<file path="src/rtl/syscall_unit.sv">
// Syscall execution unit: decodes v0, queues print requests for a valid/ready consumer, holds sticky halt/exit code.
// Prints are visible on out_valid one cycle after acceptance; a print into a full queue stalls the CPU (no same-cycle pop bypass).

module syscall_fifo #(
  parameter int W     = 33,
  parameter int DEPTH = 4
) (
  input  logic         clk,
  input  logic         reset,
  input  logic         push_vld,
  input  logic [W-1:0] push_dat,
  input  logic         pop_rdy,
  output logic         pop_vld,
  output logic [W-1:0] pop_dat,
  output logic         full
);
  localparam int AW = $clog2(DEPTH);

  logic [W-1:0]  mem [DEPTH];
  logic [AW-1:0] wr_ptr;
  logic [AW-1:0] rd_ptr;
  logic [AW:0]   count;
  logic          push_fire;
  logic          pop_fire;

  assign pop_vld   = (count != '0);
  assign full      = (count == (AW+1)'(DEPTH));
  assign pop_fire  = pop_vld & pop_rdy;
  assign push_fire = push_vld & ~full;
  assign pop_dat   = mem[rd_ptr];

  // Storage is cleared on reset so the head reads zero while empty after reset.
  always_ff @(posedge clk) begin
    if (reset) begin
      wr_ptr <= '0;
      rd_ptr <= '0;
      count  <= '0;
      for (int i = 0; i < DEPTH; i++) mem[i] <= '0;
    end else begin
      if (push_fire) begin
        mem[wr_ptr] <= push_dat;
        wr_ptr      <= wr_ptr + AW'(1);
      end
      if (pop_fire) rd_ptr <= rd_ptr + AW'(1);
      count <= count + (AW+1)'(push_fire) - (AW+1)'(pop_fire);
    end
  end
endmodule

module syscall_unit #(
  parameter int DATA_W = 32,
  parameter int CODE_W = 8,
  parameter int DEPTH  = 4
) (
  input  logic              clk,
  input  logic              reset,
  input  logic              enable,
  input  logic [CODE_W-1:0] v0,
  input  logic [DATA_W-1:0] a0,
  output logic              stall,
  output logic              halt,
  output logic [DATA_W-1:0] exit_code,
  output logic              bad_code,
  output logic              out_valid,
  input  logic              out_ready,
  output logic [DATA_W-1:0] out_data,
  output logic              out_kind,
  output logic [15:0]       sys_count
);
  typedef struct packed {
    logic              kind;
    logic [DATA_W-1:0] data;
  } entry_t;

  localparam logic [CODE_W-1:0] C_PRINT_INT  = CODE_W'(1);
  localparam logic [CODE_W-1:0] C_EXIT       = CODE_W'(10);
  localparam logic [CODE_W-1:0] C_PRINT_CHAR = CODE_W'(11);
  localparam logic [CODE_W-1:0] C_EXIT2      = CODE_W'(17);

  logic   active;
  logic   is_print;
  logic   accept;
  logic   push_vld;
  logic   full;
  entry_t push_dat;
  entry_t head_dat;

  assign active   = enable & ~halt;
  assign is_print = (v0 == C_PRINT_INT) | (v0 == C_PRINT_CHAR);
  assign stall    = active & is_print & full;
  assign accept   = active & ~stall;
  assign push_vld = accept & is_print;

  always_comb begin
    push_dat.kind = (v0 == C_PRINT_CHAR);
    push_dat.data = (v0 == C_PRINT_CHAR) ? DATA_W'(a0[7:0]) : a0;
  end

  syscall_fifo #(.W($bits(entry_t)), .DEPTH(DEPTH)) u_fifo (
    .clk      (clk),
    .reset    (reset),
    .push_vld (push_vld),
    .push_dat (push_dat),
    .pop_rdy  (out_ready),
    .pop_vld  (out_valid),
    .pop_dat  (head_dat),
    .full     (full)
  );

  assign out_data = head_dat.data;
  assign out_kind = head_dat.kind;

  always_ff @(posedge clk) begin
    if (reset) begin
      halt      <= 1'b0;
      exit_code <= '0;
      bad_code  <= 1'b0;
      sys_count <= '0;
    end else if (accept) begin
      sys_count <= sys_count + 16'd1;
      case (v0)
        C_PRINT_INT, C_PRINT_CHAR: ;
        C_EXIT: begin
          halt      <= 1'b1;
          exit_code <= '0;
        end
        C_EXIT2: begin
          halt      <= 1'b1;
          exit_code <= a0;
        end
        default: bad_code <= 1'b1;
      endcase
    end
  end
endmodule
</file>
<file path="config.mk">
export PLATFORM = sky130hd
export DESIGN_NAME = syscall_unit
export DESIGN_NICKNAME = d
export VERILOG_FILES = /design/src/rtl/syscall_unit.sv
export SDC_FILE = /design/constraint.sdc
export NUM_CORES = 1
export LEC_CHECK = 0
export CELL_PAD_IN_SITES_DETAIL_PLACEMENT = 1
export CELL_PAD_IN_SITES_GLOBAL_PLACEMENT = 1
export CORE_ASPECT_RATIO = 1.2
export CORE_UTILIZATION = 30
export CTS_CLUSTER_DIAMETER = 40
export CTS_CLUSTER_SIZE = 12
export DETAILED_ROUTE_END_ITERATION = 16
export MAX_ROUTING_LAYER = met4
export PLACE_DENSITY_LB_ADDON = 0.15
export SYNTH_ARGS = -nofsm -noshare
export SYNTH_HDL_FRONTEND = slang
export SYNTH_SLANG_ARGS = --single-unit
</file>
<file path="constraint.sdc">
create_clock -name clk -period 4.85 [get_ports clk]
set_input_delay 0.97 -clock clk [delete_from_list [all_inputs] [get_ports clk]]
set_output_delay 0.97 -clock clk [all_outputs]
set_load 0.1 [all_outputs]
</file>
==> results of run 1 <==
[placed cells by master (no fill, tap or decap), types with 4 or more instances in the layout]
| cell type | count |
|---|---|
| clkdlybuf4s50_1 | 125 |
| mux4_2 | 33 |
| nor2_1 | 143 |
| and4_1 | 6 |
| inv_1 | 6 |
| or3_1 | 4 |
| clkbuf_16 | 17 |
| or4_1 | 14 |
| o31ai_1 | 13 |
| and2_1 | 33 |
| edfxtp_1 | 132 |
| o21ai_0 | 5 |
| bufinv_16 | 4 |
| a22oi_1 | 32 |
| a21oi_1 | 19 |
| nand2_1 | 29 |
| buf_4 | 15 |
| nand3_1 | 8 |
| dfxtp_1 | 57 |
[power breakdown]
part,switching [mW],internal (mW)
sequential,0.0767,1.80
clock,0.620,0.893
combinational,1.02,0.428
[flip-flops by register name, summed over array words and instances, names as in the netlist, named ones only]
signal         cells
bad_code           1
sys_count         16
u_fifo.rd_ptr      2
halt               1
u_fifo.count       3
u_fifo.wr_ptr      2
u_fifo.mem       132
exit_code         32
[layout make-up]
class	count	share of cell area, %
repair buffers	144	13.8
well taps	335	4.05
flip-flops and latches	191	49.8
inverters	7	0.254
clock buffers	19	4.38
clock inverters	13	1.80
multi-input cells	381	25.9
[synthesized netlist by cell type, types with 2 or more instances]
| library cell | count |
|---|---|
| a22oi_1 | 32 |
| edfxtp_1 | 132 |
| dfxtp_1 | 59 |
| buf_1 | 4 |
| nor2_1 | 143 |
| nand2b_1 | 2 |
| o21ai_0 | 5 |
| ha_1 | 3 |
| or4_1 | 14 |
| mux4_2 | 33 |
| and4_1 | 6 |
| nand3_1 | 8 |
| or4bb_1 | 2 |
| nor3b_1 | 2 |
| a21oi_1 | 19 |
| o31ai_1 | 13 |
| clkbuf_1 | 22 |
| buf_4 | 2 |
| nand4_1 | 3 |
| a31o_2 | 2 |
| or3_1 | 4 |
| nor2b_1 | 3 |
| buf_2 | 9 |
| inv_1 | 6 |
| and2_1 | 33 |
| xnor2_1 | 2 |
| nand2_1 | 32 |
| nand4_2 | 3 |
| xor2_1 | 3 |
[worst max-delay path, cell delays in order]
cell and delay (ns):
clkdlybuf4s50_1 0.41, or4_1 0.70, or4_4 0.60, nor2_1 0.21, buf_12 0.21
[through the flow]
step / util [%] / instances / instance area, µm² / setup WS, ns
floorplan: - / 616 / 7980 / 0.407
global placement: 37.0 / 1058 / 9700 / 0.766
detailed placement: 37.0 / 1058 / 9700 / 0.779
CTS: 39.5 / 1090 / 10300 / 0.762
global route: 39.5 / 1090 / 10300 / 0.702
finish: 39.5 / 1090 / 10300 / 0.778
[worst min-delay path by stage]
stage	startpoint	to	slack, ns	cells after the start
floorplan	u_fifo.rd_ptr[1]	flip-flop	0.48	2
global placement	bad_code	bad_code	0.47	2
detailed placement	bad_code	bad_code	0.47	2
CTS	bad_code	bad_code	0.49	2
global route	bad_code	bad_code	0.52	2
finish	bad_code	bad_code	0.48	2
[cell families (layout without fill, tap and decap cells)]
family / Yosys count / after routing
compound gates: 74 / 74
xor+xnor: 5 / 5
fa+ha+maj: 4 / 4
buf+inv: 44 / 183
flops: 191 / 191
mux: 33 / 33
simple gates: 265 / 265
[per-layer routing]
layer | vias up | track usage (%) | wire length [µm]
met5 | - | - | 0
met4 | 0 | 5.20 | 195
met3 | 13 | 3.66 | 890
met2 | 116 | 29.6 | 11300
met1 | 2762 | 19.2 | 8920
li1 | 2531 | - | -
==> flow_summary.json, run 1 <==
{
  "synth-xor-area-share_pct": 0.549,
  "power_density_nw_per_um2": 468,
  "p_leak_nw": 3.65,
  "synth_top_family_by_area": "simple AND/OR/NAND/NOR gates",
  "dp_hpwl_um": 13600,
  "grt_pass1_vias": 5969,
  "reg2regPathDepth": 10,
  "initial_core_util_pct": 30.5,
  "synth_ff_type": "edfxtp_1",
  "drc": 0,
  "start_kind": "input port",
  "die_area_um2": 27300,
  "fin_crit_sh_pct": 84.0,
  "root_buffer": "clkbuf_16",
  "path_max_fanout": 5,
  "syn-num-nets": 664,
  "hp-class": "reg2reg",
  "ctsResizeCount": 0,
  "core_area_um2": 26200,
  "grt_max_degree": 62,
  "rows": 65,
  "die_h_um": 181,
  "tritoncts": "done",
  "r2r_end": "u_fifo.count[2]",
  "syn-mean-instance-area_um2": 13.0,
  "clk_latency_ns": 0.43,
  "wl_per_cell_um": 19.5,
  "synth_compound_area_share_pct": 6.28,
  "critPathCaptureType": "output pin",
  "cts_sinks": 191,
  "grt_pass1_wl_um": 33600,
  "drtIter0Drc": 211,
  "area_growth_syn_to_layout_pct": 29.5,
  "synthAdderAreaFrac_pct": 0.721,
  "skew_ns": 0.0109,
  "layout.nets": 790,
  "cts.clk_slew.worst_paths_ns": 0.07,
  "synth.area.top_cells": "edfxtp_1 50%, dfxtp_1 15%, mux4_2 9.3%, nor2_1 6.7%, a22oi_1 3.0%",
  "crit-reg2reg-launch": "halt",
  "fmax_mhz": 246,
  "postSynthCellCount": 616,
  "final_layout_size_suffix_gt1_share_pct": 13.2,
  "yosysSeqAreaShare_pct": 64.4,
  "postCtsSetupBuffers": 0,
  "grt_overflow": 0,
  "cts-buffers-inserted": 17,
  "die_w_um": 151,
  "io_pins": 129,
  "ant_nets": 0,
  "crit_start": "v0[2]",
  "antenna_found_initial": 0,
  "reg2reg_slack_ns": 2.20,
  "wirelength_um": 21300,
  "yosysWarningCount": 0,
  "max_slew_margin_pct": 29.6,
  "place.gp.congestion": 0.756,
  "via_per_inst": 4.97,
  "grtUsageTotal_pct": 17.0,
  "min_period_ns": 4.07,
  "synth-simple-area-share_pct": 16.4,
  "setup_viol": 0,
  "required_ns": 3.88,
  "cts_max_level": 4,
  "worst_ep_arrival_time_ns": 3.10,
  "rsz0062_at_grt": "false",
  "finalHoldViolCount": 0,
  "yosys.area.top_type_share_pct": 49.6,
  "multi_input_area_um2": 2680,
  "crit_path_end": "stall",
  "synthMuxAreaShare_pct": 9.31,
  "seq_area_um2": 5150,
  "vias": 5422,
  "maxCapViolations": 0,
  "fill_cells": 2787,
  "clk_path_buf_depth": 2,
  "async_flop_share_pct": 0,
  "syn_area_um2": 7980,
  "synth_edf_count": 132,
  "antenna_cells": 0,
  "ctsHoldBuffers": 0,
  "portBuffers": 128,
  "ir_worst_vdd_v": 0.000304,
  "dr.pass1.iters": 4,
  "synth_top_cell_by_area": "edfxtp_1",
  "power.total_mw": 4.83,
  "ys_ff_latch": 191,
  "hold_slack_ns": 0.483,
  "fin_setup_tns_ns": 0,
  "slew_viol_final": 0,
  "ys_types": 44,
  "status": "finished, final reports clean",
  "worstMarginPinSlew_ns": 1.05,
  "crit_type": "in2out"
}
No activity file was read; power rests on OpenSTA's default activity.
==> run 2, diff against run 1 <==
- clock period: 4.85 -> 3.94 ns (I/O delays scaled with it)
==> run 2 against run 1 <==
Net effect: combinational power grew 20%; total power up 23%; sequential power rose by 24%; critical path depth is the same; global-route usage hardly changed; largest power group unchanged; non-clock buffer count is the same; critical endpoint unchanged; largest cell class unchanged; via count increased by 0.24%.
==> flow_summary.json, run 2 (synthesized netlist as in run 1, its figures left out) <==
{
  "status": "finished, final reports clean",
  "dp_slack_ns": 0.271,
  "cp_cell_sequence": "clkdlybuf4s50_1 > or4_1 > or4_4 > nor2_2 > buf_12",
  "core_area_um2": 26200,
  "regMostFlops": "u_fifo.mem",
  "root_buffer": "clkbuf_16",
  "cts_sinks": 191,
  "mostFrequentLayoutCell": "nor2_1",
  "dp_hpwl_um": 13400,
  "grt_overflow": 0,
  "initial_core_util_pct": 30.5,
  "finalHoldViolCount": 0,
  "slowest_delay_ns": 0.57,
  "rsz0062_at_grt": "false",
  "cts_max_level": 4,
  "antenna_found_initial": 0,
  "grt_pass1_wl_um": 33500,
  "ctsHoldBuffers": 0,
  "layout_common_cells": "142 x nor2_1, 132 x edfxtp_1, 93 x clkdlybuf4s50_1",
  "ir_worst_vdd_v": 0.000339,
  "grt_pass1_vias": 5979,
  "fill_cells": 2772,
  "start_kind": "input port",
  "fmax_mhz": 288,
  "largestRegisters": "u_fifo.mem (132), exit_code (32), sys_count (16)",
  "skew_ns": 0.0115,
  "fin_crit_sh_pct": 88.2,
  "power_density_nw_per_um2": 579,
  "min_period_ns": 3.47,
  "ctsResizeCount": 0,
  "place.gp.congestion": 0.771,
  "grt_max_degree": 45,
  "fin_ws_ns": 0.466,
  "dr.pass1.iters": 4,
  "critPathBufInv": 2,
  "crit_type": "in2out",
  "ant_nets": 0,
  "crit_family": "simple AND/OR/NAND/NOR gates",
  "die_w_um": 151,
  "rows": 65,
  "io_pins": 129,
  "maxCapViolations": 0,
  "drtIter0Drc": 260,
  "placedCellCount": 1058,
  "vias": 5435,
  "hold_slack_ns": 0.477,
  "cts-buffers-inserted": 17,
  "via_per_inst": 4.99,
  "grtUsageTotal_pct": 17.0,
  "hp-class": "reg2reg",
  "wirelength_um": 21400,
  "cpMaxStageDelayCell": "or4_4",
  "layout.nets": 790,
  "clk_latency_ns": 0.43,
  "postCtsSetupBuffers": 0,
  "power.total_mw": 5.96,
  "setup_viol": 0,
  "clk_path_buf_depth": 2,
  "slew_viol_final": 0,
  "portBuffers": 128,
  "tritoncts": "done",
  "required_ns": 3.15,
  "stdcell_count": 1090,
  "wl_per_cell_um": 19.6,
  "drc": 0,
  "die_area_um2": 27300,
  "die_h_um": 181,
  "worst_ep_arrival_time_ns": 2.69,
  "max_slew_margin_pct": 31.1,
  "antenna_cells": 0,
  "critPathCaptureType": "output pin",
  "path_max_fanout": 5,
  "cts.clk_slew.worst_paths_ns": 0.07,
  "fin_setup_tns_ns": 0,
  "worstMarginPinSlew_ns": 1.03,
  "largest_reg_flops": 132,
  "final_layout_size_suffix_gt1_share_pct": 17.4,
  "p_leak_nw": 3.71,
  "area_growth_syn_to_layout_pct": 29.0
}
[run 2: cell types whose count changed in the layout (fill, tap and decap cells not counted), sizes merged]
cell,before,now
clkinvlp,3,0
inv,8,12
clkbuf,19,20
clkinv,5,2
clkdlybuf4s50,125,93
buf,19,51
bufinv,4,5
[run 2: worst paths after layout]
check,startpoint,end,slack (ns),depth (start not counted)
setup / recovery,v0[2],stall,0.47,5
setup reg to reg,halt,u_fifo.count[2],1.52,9
hold reg to reg,bad_code,bad_code,0.48,2
hold / removal,bad_code,bad_code,0.48,2
[run 2: where the power goes]
group	switching (mW)	total (mW)	leakage, nW	internal (mW)
Sequential	0.104	2.32	1.84	2.21
Combinational	1.25	1.74	1.56	0.497
Clock	0.766	1.90	0.314	1.13
Total	2.12	5.96	3.71	3.84
[run 2: through the flow]
stage               utilization, %  cell area [µm²]
floorplan                        -             7990
global placement              36.9             9660
detailed placement            36.9             9660
CTS                           39.3            10300
global route                  39.3            10300
finish                        39.3            10300
[run 2: final cells by class]
cell class	count	area, µm²	area share, %
clock buffer	20	437	4.24
inverter	7	26.3	0.255
timing repair buffer	144	1390	13.5
sequential	191	5150	50.0
clock inverter	12	203	1.97
tap	335	419	4.07
multi-input combinational	381	2680	26.0
[run 2: worst register-to-register path, cell delays in order, from the launching register on]
cell      delay [ns]
dfxtp_1         0.36
nand2b_1        0.18
or4_4           0.58
nor2_1          0.23
ha_1            0.18
inv_1           0.05
fa_1            0.36
xor2_1          0.17
xnor2_1         0.13
nor2_1          0.05
[run 2: layer usage]
layer | vias up | routed length (µm) | track usage (%)
met5 | - | 0 | -
met4 | 0 | 204 | 4.56
met3 | 15 | 1080 | 4.04
met2 | 121 | 11000 | 28.4
met1 | 2764 | 9070 | 20.2
li1 | 2535 | - | -
==> edit, RTL diff (flow settings as in run 2) <==
Register the output `sys_count` once more; this adds one clock of latency there. The other outputs are not delayed to match.
--- a/src/rtl/syscall_unit.sv
+++ b/src/rtl/syscall_unit.sv
@@ -77,6 +77,8 @@
   localparam logic [CODE_W-1:0] C_PRINT_CHAR = CODE_W'(11);
   localparam logic [CODE_W-1:0] C_EXIT2      = CODE_W'(17);
 
+  logic [15:0] sys_count_s0;
+
   logic   active;
   logic   is_print;
   logic   accept;
@@ -115,9 +117,9 @@
       halt      <= 1'b0;
       exit_code <= '0;
       bad_code  <= 1'b0;
-      sys_count <= '0;
+      sys_count_s0 <= '0;
     end else if (accept) begin
-      sys_count <= sys_count + 16'd1;
+      sys_count_s0 <= sys_count_s0 + 16'd1;
       case (v0)
         C_PRINT_INT, C_PRINT_CHAR: ;
         C_EXIT: begin
@@ -132,4 +134,8 @@
       endcase
     end
   end
+  always_ff @(posedge clk) begin
+    sys_count <= sys_count_s0;
+  end
+
 endmodule
Formal check against the unedited RTL: not equivalent (Yosys sat finds a counterexample within 4 cycles, from zero or initial values and one cycle with reset high).
==> edit against run 2 <==
Worst setup slack worse by 0.076 ns; global-route usage down 0.58 points; cell count up 2.2%; power up 16%; routed wire length up 5.0%; area after synthesis up 5.6%; final area up 8.5%; sequential cell count up 16.
==> edit: results <==
export IMPL_status="complete, no violations"
export IMPL_wl_met1_mm=9.09
export IMPL_synth_area_leaders="edfxtp_1 47%, dfxtp_1 18%, mux4_2 8.8%"
export IMPL_worst_clock_skew_ns=0.0206
export IMPL_synth_compound_area_share_pct=6.29
export IMPL_critPathSlowestCell="or4_1"
export IMPL_grt_pass1_wl_mm=34.8
export IMPL_wl_per_cell_um=20.2
export IMPL_ir_drop_v=0.000271
export IMPL_synthMuxAreaShare_pct=8.81
export IMPL_first_iter_violations=322
export IMPL_cts_root_buf="clkbuf_16"
export IMPL_dp_worst_setup_slack_ns=0.254
export IMPL_firstDrtPassIters=5
export IMPL_max_stage_delay_ns=0.59
export IMPL_nets=765
export IMPL_synth_fp_nets=628
export IMPL_clk_path_buf_depth=3
export IMPL_routed_wl_met2_mm=12.1
export IMPL_post_cts_buffers=0
export IMPL_largest_registers="u_fifo.mem (132), exit_code (32)"
export IMPL_ys_seq_area_share_pct=64.8
export IMPL_clk_pin_slew_ns=0.06
export IMPL_synth_xor_area_share_pct=0.519
export IMPL_synthAdderAreaFrac_pct=0.682
export IMPL_dp_cells=1060
export IMPL_viasPerCell=4.95
export IMPL_top_layer_used="met4"
export IMPL_antenna_cells=0
export IMPL_cts_buffers_inserted=29
export IMPL_drt_total_wl_mm=22.5
export IMPL_fillers=2746
export IMPL_grt_max_degree=97
export IMPL_antenna_found_initial=0
export IMPL_synth_edff_count=132
export IMPL_hold_path_class="register to register"
export IMPL_critical_path_top_delay_family="simple AND/OR/NAND/NOR gates"
export IMPL_wl_met3_um=929
export IMPL_synth_common_cells="132 x edfxtp_1, 90 x and3_1, 75 x dfxtp_1, 34 x clkbuf_1"
export IMPL_critPathMaxFanout=3
export IMPL_worst_r2r_cell_count=6
export IMPL_clk_latency_ns=0.54
export IMPL_drive_gt1_share_pct=22.2
export IMPL_grt_pass1_vias=6037
export IMPL_numPortBuffers=128
export IMPL_synthArstFlopShare_pct=0
export IMPL_cts_resized_gates=0
export IMPL_placed_area_um2=10200
export IMPL_ys_warn_count=0
export IMPL_dp_hpwl_mm=14.0
export IMPL_htree_levels=1
export IMPL_slew_headroom_pct=27.0
export IMPL_synth_cell_types=43
export IMPL_avgSynthCellArea_um2=14.5
export IMPL_gp_congestion=0.724
export IMPL_leakagePower_uw=0.00431
export IMPL_arrival_ns=2.76
export IMPL_hold_depth=0
export IMPL_track_usage_pct=16.4
[edit: changes by cell type in the layout (fill, tap and decap cells not counted), sizes merged, moves of 3 or more]
cell / run 2 / this run
nor4: 3 / 6
or2: 0 / 3
nor2: 143 / 9
a21oi: 19 / 22
clkbuf: 20 / 33
a22oi: 32 / 0
a22o: 0 / 32
buf: 51 / 57
clkinv: 2 / 9
and4: 6 / 2
dfxtp: 59 / 75
and3: 1 / 98
nand2: 32 / 5
[edit: cell families after synthesis]
| kind of cell | after synthesis |
|---|---|
| compound gates | 74 |
| fa+ha+maj | 4 |
| simple gates | 205 |
| xor+xnor | 5 |
| buf+inv | 52 |
| mux | 33 |
| flops | 207 |
[edit: cell type report]
type	count	area (um^2)	area share [%]
Clock buffer	33	741	6.63
Clock inverter	21	258	2.31
Inverter	7	26.3	0.235
Multi-Input combinational cell	321	2750	24.6
Sequential cell	207	5470	49.0
Tap cell	374	468	4.19
Timing Repair Buffer	151	1460	13.0
[edit: worst paths after layout]
check / to / from / slack (ns)
worst max-delay path: stall / v0[2] / 0.39
worst min-delay path: sys_count[15]$_DFF_P_ / sys_count_s0[15]$_SDFFE_PP0P_ / 0.38
worst max register to register: u_fifo.mem[2][25]$_SDFFCE_PN0P_ / halt$_SDFFE_PP0P_ / 1.58
worst min register to register: sys_count[15]$_DFF_P_ / sys_count_s0[15]$_SDFFE_PP0P_ / 0.38
[edit: power by group]
group / switching, uW / internal, uW / leakage (uW) / total, uW
clock: 991 / 1690 / 0.000487 / 2680
sequential: 109 / 2380 / 0.00197 / 2490
combinational: 1250 / 502 / 0.00186 / 1750
total: 2350 / 4570 / 0.00431 / 6920
[edit: routing by layer]
layer	GRT usage [%]	vias to the layer above
li1	-	2535
met1	18.3	2829
met2	30.3	121
met3	2.65	27
met4	4.12	0
met5	-	-
